### src/rtl/cdc_handshake_src.sv
// Source-side end of a toggle req/ack handshake that carries one DATA_W word
// into another clock domain. A word is accepted on in_valid & in_ready, held on
// xfer_data, and announced by flipping req_tgl. The destination's ack toggle is
// synchronized into clk_src; once it matches req_tgl the word is released.
// Optional ack timeout: define CDC_SRC_TIMEOUT_EN to add a watchdog that moves to
// a sticky error state after TIMEOUT_CYC cycles without an ack.
module cdc_handshake_src #(
   parameter int unsigned DATA_W      = 8,
   parameter int unsigned SYNC_STAGES = 2,
   parameter int unsigned TIMEOUT_CYC = 1024
) (
   input  logic              clk_src,
   input  logic              reset,
   input  logic              in_valid,
   input  logic [DATA_W-1:0] in_data,
   output logic              in_ready,
   output logic              req_tgl,
   output logic [DATA_W-1:0] xfer_data,
   input  logic              ack_tgl_async,
   output logic              busy,
   output logic              done_pulse,
   output logic              timeout_err
);

   // Elaboration-time parameter legality checks.
   if (SYNC_STAGES < 2) begin : g_bad_sync_stages
      $error("cdc_handshake_src: SYNC_STAGES must be >= 2");
   end
   if (TIMEOUT_CYC < 1) begin : g_bad_timeout_cyc
      $error("cdc_handshake_src: TIMEOUT_CYC must be >= 1");
   end

`ifdef CDC_SRC_TIMEOUT_EN
   typedef enum logic [1:0] {StIdle, StWaitAck, StErr} state_e;
   localparam int unsigned CntW = $clog2(TIMEOUT_CYC + 1);
   logic [CntW-1:0] cnt_q, cnt_d;
   logic            timeout_err_q, timeout_err_d;
`else
   typedef enum logic [0:0] {StIdle, StWaitAck} state_e;
`endif

   state_e                 state_q, state_d;
   logic                   in_ready_q, in_ready_d;
   logic                   req_tgl_q, req_tgl_d;
   logic [DATA_W-1:0]      xfer_data_q, xfer_data_d;
   logic                   busy_q, busy_d;
   logic                   done_pulse_q, done_pulse_d;
   logic [SYNC_STAGES-1:0] ack_sync_q, ack_sync_d;
   logic                   ack_s;

   // Ack synchronizer: shift the async toggle through SYNC_STAGES flops.
   always_comb begin
      ack_sync_d = {ack_sync_q[SYNC_STAGES-2:0], ack_tgl_async};
      ack_s      = ack_sync_q[SYNC_STAGES-1];
   end

   // Next-state and output logic; every register holds unless a transition fires.
   always_comb begin
      state_d      = state_q;
      in_ready_d   = in_ready_q;
      req_tgl_d    = req_tgl_q;
      xfer_data_d  = xfer_data_q;
      busy_d       = busy_q;
      done_pulse_d = 1'b0;
`ifdef CDC_SRC_TIMEOUT_EN
      cnt_d         = cnt_q;
      timeout_err_d = timeout_err_q;
`endif
      case (state_q)
         StIdle: begin
            if (in_valid && in_ready_q) begin
               // Data and toggle move together; the far side reads data only
               // after it has seen the toggle, so no extra qualification needed.
               xfer_data_d = in_data;
               req_tgl_d   = ~req_tgl_q;
               state_d     = StWaitAck;
               in_ready_d  = 1'b0;
               busy_d      = 1'b1;
`ifdef CDC_SRC_TIMEOUT_EN
               cnt_d       = '0;
`endif
            end else begin
               // Raises in_ready on the first edge after reset; otherwise holds.
               // A stray ack change here is deliberately ignored.
               in_ready_d = 1'b1;
            end
         end
         StWaitAck: begin
            // A match on the same edge as the timeout limit completes normally.
            if (ack_s == req_tgl_q) begin
               state_d      = StIdle;
               busy_d       = 1'b0;
               done_pulse_d = 1'b1;
               in_ready_d   = 1'b1;
`ifdef CDC_SRC_TIMEOUT_EN
            end else if (cnt_q == CntW'(TIMEOUT_CYC - 1)) begin
               cnt_d         = cnt_q + CntW'(1);
               state_d       = StErr;
               timeout_err_d = 1'b1;
               busy_d        = 1'b0;
               in_ready_d    = 1'b0;
            end else begin
               cnt_d = cnt_q + CntW'(1);
`endif
            end
         end
`ifdef CDC_SRC_TIMEOUT_EN
         StErr: begin
            // Only reset leaves the error state.
            in_ready_d = 1'b0;
            busy_d     = 1'b0;
         end
`endif
         default: state_d = StIdle;
      endcase
   end

   // State and output registers with asynchronous active-high reset.
   always_ff @(posedge clk_src or posedge reset) begin
      if (reset) begin
         state_q      <= StIdle;
         in_ready_q   <= 1'b0;
         req_tgl_q    <= 1'b0;
         xfer_data_q  <= '0;
         busy_q       <= 1'b0;
         done_pulse_q <= 1'b0;
         ack_sync_q   <= '0;
      end else begin
         state_q      <= state_d;
         in_ready_q   <= in_ready_d;
         req_tgl_q    <= req_tgl_d;
         xfer_data_q  <= xfer_data_d;
         busy_q       <= busy_d;
         done_pulse_q <= done_pulse_d;
         ack_sync_q   <= ack_sync_d;
      end
   end

`ifdef CDC_SRC_TIMEOUT_EN
   // Timeout counter and sticky error flag.
   always_ff @(posedge clk_src or posedge reset) begin
      if (reset) begin
         cnt_q         <= '0;
         timeout_err_q <= 1'b0;
      end else begin
         cnt_q         <= cnt_d;
         timeout_err_q <= timeout_err_d;
      end
   end
   assign timeout_err = timeout_err_q;
`else
   assign timeout_err = 1'b0;
`endif

   assign in_ready   = in_ready_q;
   assign req_tgl    = req_tgl_q;
   assign xfer_data  = xfer_data_q;
   assign busy       = busy_q;
   assign done_pulse = done_pulse_q;

endmodule
### config.mk
export PLATFORM = sky130hd
export DESIGN_NAME = cdc_handshake_src
export DESIGN_NICKNAME = d
export VERILOG_FILES = /design/src/rtl/cdc_handshake_src.sv
export SDC_FILE = /design/constraint.sdc
export NUM_CORES = 1
export LEC_CHECK = 0
export CORE_MARGIN = 5
export CORE_UTILIZATION = 35
export DETAILED_ROUTE_END_ITERATION = 6
export HOLD_SLACK_MARGIN = 0.12
export PLACE_DENSITY = 0.68
export SETUP_SLACK_MARGIN = 0.4
export SYNTH_ARGS = -nofsm -noshare
export SYNTH_HDL_FRONTEND = slang
export SYNTH_SLANG_ARGS = --single-unit
### constraint.sdc
create_clock -name clk_src -period 1.5 [get_ports clk_src]
set_input_delay 0.3 -clock clk_src [delete_from_list [all_inputs] [get_ports clk_src]]
set_output_delay 0.3 -clock clk_src [all_outputs]
set_load 0.02 [all_outputs]
==> reports/results.ini, run 1 <==
[outcome]
status = complete, no violations

[grt]
grt.overflow.total = 0
grt_util_met2_pct = 12.2
antenna_found_initial = 0
grtUsageMet3_pct = 4.07
grt_pass1_vias = 380
grt_max_degree = 16
met1_usage_pct = 10.7
grt_pass1_wl_mm = 1.59
top_usage_layer = met2
track_usage_pct = 8.13

[floorplan]
core_area_sq_um = 1560
rows = 14
start_util_pct = 38.0
die_y_um = 51.2
die_area_sq_um = 2620
io_pins = 25
die_width_um = 51.2

[finish]
multi_input_comb_area_sq_um = 188
nNetsFinal = 80
utilization_pct = 58.1
area_delta_synth_final_pct = 52.7
layout-drive-gt1-share_pct = 46.3
diodes = 0
fillCellCount = 144
seqCellArea_sq_um = 377

[min_path]
hp-class = input pin to asynchronous set/reset pin

[sta]
hold_viol = 0
rsz0062_at_grt = true
max_freq_mhz = 857
period_needed_ns = 1.17
maxSlewViolCount = 0
max-slew-margin-rel_pct = 63.9
setup_viol = 0
fin_tns_setup_ns = 0
timing.final.crit_share_pct = 77.8
clock_skew_ns = 0.00273
worst_pin_slew_ns = 0.541

[power_and_ir_drop]
p_leak_nw = 0.442
seqPwrFrac_pct = 36.3
ir_worst_vdd_mv = 1.12
pwr-share-comb_pct = 52.8
p_sw_share_pct = 33.9
switchingPower_uw = 679
powerDensity_nw_per_um2 = 2210
intPower_mw = 1.32
clkPwrFrac_pct = 10.9

[clock_tree]
root_buffer = clkbuf_4
clkSinkCount = 15
clock_path_buffers = 2
clkTransAtPathRegs_ns = 0.09
ctsHoldBuffers = 0
clock_latency_ns = 0.27
h-tree-depth = 1
cts_made_buffers = 3
cts_tree = yes

[routing]
viasPerCell = 4.29
ant_nets = 0
vias = 356
drt_iter0_markers = 0
firstDrtPassIters = 1
wire_per_inst_um = 11.8
drc = 0
drt_wl_total_um = 977

[synthesis]
avgSynthCellArea_sq_um = 16.0
synth_fp_nets = 49
synth-seq-cells = 15
yosysSeqAreaShare_pct = 63.3
syn-cell-area_sq_um = 593
ys_warn_count = 0
synth_cells = 37
synthDistinctLibCells = 14

[worst_setup_path]
start_kind = input pin
end_kind = flip-flop
arrival_ns = 1.33
crit_type = input pin to flip-flop
crit_required_ns = 1.66
critPathMaxFanout = 10
worstPathCellList = clkdlybuf4s50_1 > nand3b_4 > mux2_4
slowest_stage = clkdlybuf4s50_1
critPathMaxStageDelay_ns = 0.50

[place]
dp_hpwl_um = 713
gp_congestion = 0.636
io_buffers = 23

[flow_run]
drv_cap = 0

-- layout make-up --
cell class / instances / share of cell area (%)
Clock inverter: 1 / 0.552
Clock buffer: 3 / 2.49
Sequential cell: 15 / 41.6
Inverter: 3 / 1.24
Multi-Input combinational cell: 17 / 20.7
Timing Repair Buffer: 28 / 31.2
Tap cell: 16 / 2.21
-- placed cells by master (no fill, tap or decap), drive strengths merged, types with 2 or more instances in the layout --
master / synthesis / final
clkbuf: 0 / 3
buf: 2 / 17
dfrtp: 15 / 15
xnor2: 2 / 2
clkdlybuf4s50: 0 / 11
inv: 3 / 3
mux2: 8 / 8
-- per-layer routing --
layer | share of wire, % | vias up
met4 | 0 | 0
met2 | 44 | 15
met3 | 7.1 | 0
met1 | 49 | 163
li1 | - | 178
met5 | 0 | -
-- cells by family (layout without fill, tap and decap cells) --
| family | Yosys count | in the layout | synth area share, % |
|---|---|---|---|
| AOI/OAI and AO/OA | 3 | 3 | 3.59 |
| xor gates and xnor gates | 2 | 2 | 2.95 |
| buffers and inverters | 5 | 35 | 5.06 |
| DFF | 15 | 15 | 63.3 |
| muxes | 8 | 8 | 19.0 |
| other | 1 | 1 | 0.632 |
| and+or+nand+nor | 3 | 3 | 5.49 |
-- cells in the mapped netlist --
master,n,area [sq um]
and2_1,1,6.26
buf_4,1,7.51
buf_6,1,11.3
conb_1,1,3.75
dfrtp_1,15,375
inv_1,3,11.3
mux2_2,2,22.5
mux2_4,6,90.1
nand2b_1,1,6.26
nand3b_4,1,20.0
o211ai_1,1,7.51
o21ai_0,1,5.00
o31a_1,1,8.76
xnor2_1,2,17.5
-- timing repair --
item,CTS,global route
buffers inserted,2,2
setup endpoints to repair,22,22
pin swaps,1,0
resized for setup,68,4
-- per-stage QoR --
stage / cell area [sq um] / std cells / power [mW] / hold WS [ns] / setup WS, ns
global route: 906 / 83 / 2.13 / 0.376 / 0.312
finish: 906 / 83 / 2.00 / 0.360 / 0.333
detailed placement: 833 / 75 / 1.66 / 0.342 / 0.0326
floorplan: 598 / 37 / 1.28 / 0.201 / 0.388
global placement: 833 / 75 / 1.66 / 0.333 / 0.0374
CTS: 878 / 81 / 1.95 / 0.361 / 0.332
-- worst paths after layout --
| kind | start | end | slack [ns] | depth (start not counted) |
|---|---|---|---|---|
| hold / removal | reset | xfer_data[1] | 0.36 | 2 |
| setup / recovery | in_valid | xfer_data[2] | 0.33 | 3 |
| max in group asynchronous | reset | in_ready | 0.75 | 2 |
| min in group clk_src | ack_sync_q[0] | ack_sync_q[1] | 0.36 | 0 |
| hold reg to reg | ack_sync_q[0] | ack_sync_q[1] | 0.36 | 0 |
| setup reg to reg | state_q | xfer_data[2] | 0.38 | 2 |
-- worst max-delay path: cells and delay by family --
kind          cells  cell delay, ns
mux               1            0.34
buf+inv           1            0.50
simple gates      1            0.19
-- registers in the layout, indices dropped and copies added (netlist names) --
signal	cells
busy	1
xfer_data	8
state_q	1
in_ready	1
done_pulse	1
req_tgl	1
ack_sync_q	2
-- power groups by stage --
stage	Combinational [mW]	Sequential, mW	Clock, mW
2_1_floorplan	0.375	0.900	0
3_3_place_gp	0.950	0.711	0
3_5_place_dp	0.959	0.703	0
4_1_cts	0.997	0.726	0.228
5_1_grt	1.13	0.755	0.253
6_report	1.06	0.726	0.219
(Power assumes the default switching activity.)
==> inputs of run 2 (changes only) <==
PLACE_DENSITY = 0.71   (was 0.68)
clock period = 1 ns   (was 1.5 ns; I/O delays follow)
==> reports/results.ini, run 2 (synthesized netlist as in run 1, its figures left out) <==
[floorplan]
io_pins = 25
start_util_pct = 38.0
die_area_sq_um = 2620
die_y_um = 51.2
rows = 14
core_area_sq_um = 1560
die_width_um = 51.2

[worst_setup_path]
cp_top_family = flip-flops
critical_path.endpoint = in_ready
rr_startpoint = state_q
start_kind = flip-flop
crit_type = flip-flop to output pin
slowest_stage = dfrtp_2
crit_required_ns = 0.80
critPathMaxStageDelay_ns = 0.47
critPathBufInv = 1
rr_endpoint = xfer_data[6]
critPathMaxFanout = 4
end_kind = output pin
arrival_ns = 0.89
worstPathCellList = buf_6
rr_worst_depth = 2
startpoint = in_ready
crit_cells = 1
reg2reg_slack_ns = -0.08

[clock_tree]
clock_path_buffers = 2
h-tree-depth = 1
clkTransAtPathRegs_ns = 0.08
cts_made_buffers = 3
clkSinkCount = 15
clock_latency_ns = 0.27
ctsHoldBuffers = 0
cts_tree = yes
root_buffer = clkbuf_4

[routing]
wire_per_inst_um = 13.7
drt_wl_total_mm = 1.30
viasPerCell = 4.49
drt_iter0_markers = 3
ant_nets = 0
vias = 427
drc = 0
firstDrtPassIters = 2

[finish]
seqCellArea_sq_um = 379
area_delta_synth_final_pct = 78.7
mostFrequentLayoutCells = 15 x buf_6, 13 x buf_4, 12 x dfrtp_1
largest_register_ffs = 8
diodes = 0
utilization_pct = 68.0
nNetsFinal = 92
multi_input_comb_area_sq_um = 248
final_common_cell = buf_6
fillCellCount = 114
layout-drive-gt1-share_pct = 60.8

[grt]
grt_pass1_wl_mm = 2.15
grtUsageMet3_pct = 2.33
grt_util_met2_pct = 18.7
top_usage_layer = met2
track_usage_pct = 11.4
antenna_found_initial = 0
grt.overflow.total = 0
met1_usage_pct = 13.4
grt_pass1_vias = 466
grt_max_degree = 16

[power_and_ir_drop]
p_sw_share_pct = 33.0
ir_worst_vdd_mv = 1.70
switchingPower_mw = 1.19
intPower_mw = 2.41
total_power_mw = 3.59
powerDensity_nw_per_um2 = 3390
p_leak_nw = 0.534
clkPwrFrac_pct = 9.1
seqPwrFrac_pct = 31.1
pwr-share-comb_pct = 59.8

[sta]
clock_skew_ns = 0.000304
fin_ws_ns = -0.0887
max_freq_mhz = 919
period_needed_ns = 1.09
rsz0062_at_grt = true
hold_viol = 0
holdWs_ns = 0.216
maxSlewViolCount = 0
setup_viol = 18
timing.final.crit_share_pct = 109

[place]
gp_congestion = 0.691
dp_hpwl_um = 866
io_buffers = 23

[outcome]
status = complete, but fails checks
violations = setup timing

[flow_run]
drv_cap = 0

[min_path]
hp-class = input pin to asynchronous set/reset pin

run 2: cell count changes in the layout (fill, tap and decap cells not counted), sizes merged:
cell,change
clkinv,-1
dlygate4sd2,+1
clkbuf,+1
buf,+11
clkdlybuf4s50,-1
nand3b,+1
run 2: final cells by class:
class / count / share of cell area (%)
Clock buffer: 4 / 2.48
Tap cell: 16 / 1.89
Multi-Input combinational cell: 18 / 23.4
Timing Repair Buffer: 39 / 35.4
Sequential cell: 15 / 35.8
Inverter: 3 / 1.06
run 2: power by group through the flow:
stage                     clock [mW]  sequential (mW)  combinational, mW
after detailed placement           0             1.04               1.70
after global routing           0.375             1.17               2.27
after global placement             0             1.04               1.67
after CTS                      0.345             1.11               2.07
final                          0.326             1.12               2.15
after floorplan                    0             1.37              0.576
run 2: how the worst min path moves through the flow:
stage	from	to	slack, ns	cells past startpoint
4_1_cts	reset	xfer_data[5]	0.21	3
6_report	reset	done_pulse	0.22	3
3_5_place_dp	ack_sync_q[0]	ack_sync_q[1]	0.35	0
5_1_grt	reset	xfer_data[5]	0.21	3
2_1_floorplan	reset	ack_sync_q[0]	0.10	1
3_3_place_gp	ack_sync_q[0]	ack_sync_q[1]	0.33	0
run 2: metal layers:
layer | part of all wire (%) | routed length (um)
met5 | 0 | 0
met4 | 2.2 | 28
met3 | 5.3 | 69
met2 | 51 | 658
met1 | 42 | 541
run 2: repair_timing:
item / 4_1_cts / 5_1_grt
setup buffers: 4 / 3
endpoints found under the setup margin: 25 / 25
pin swaps: 0 / 1
gates cloned: 1 / 0
resized for setup: 83 / 1
run 2: stage by stage:
step | instances | instance area [sq um] | setup WS [ns] | TNS [ns]
2_1_floorplan | 37 | 608 | -0.112 | -0.684
3_3_place_gp | 83 | 903 | -0.362 | -5.30
3_5_place_dp | 83 | 903 | -0.385 | -5.53
4_1_cts | 92 | 1030 | -0.0948 | -0.788
5_1_grt | 95 | 1060 | -0.129 | -1.66
6_report | 95 | 1060 | -0.0887 | -0.751
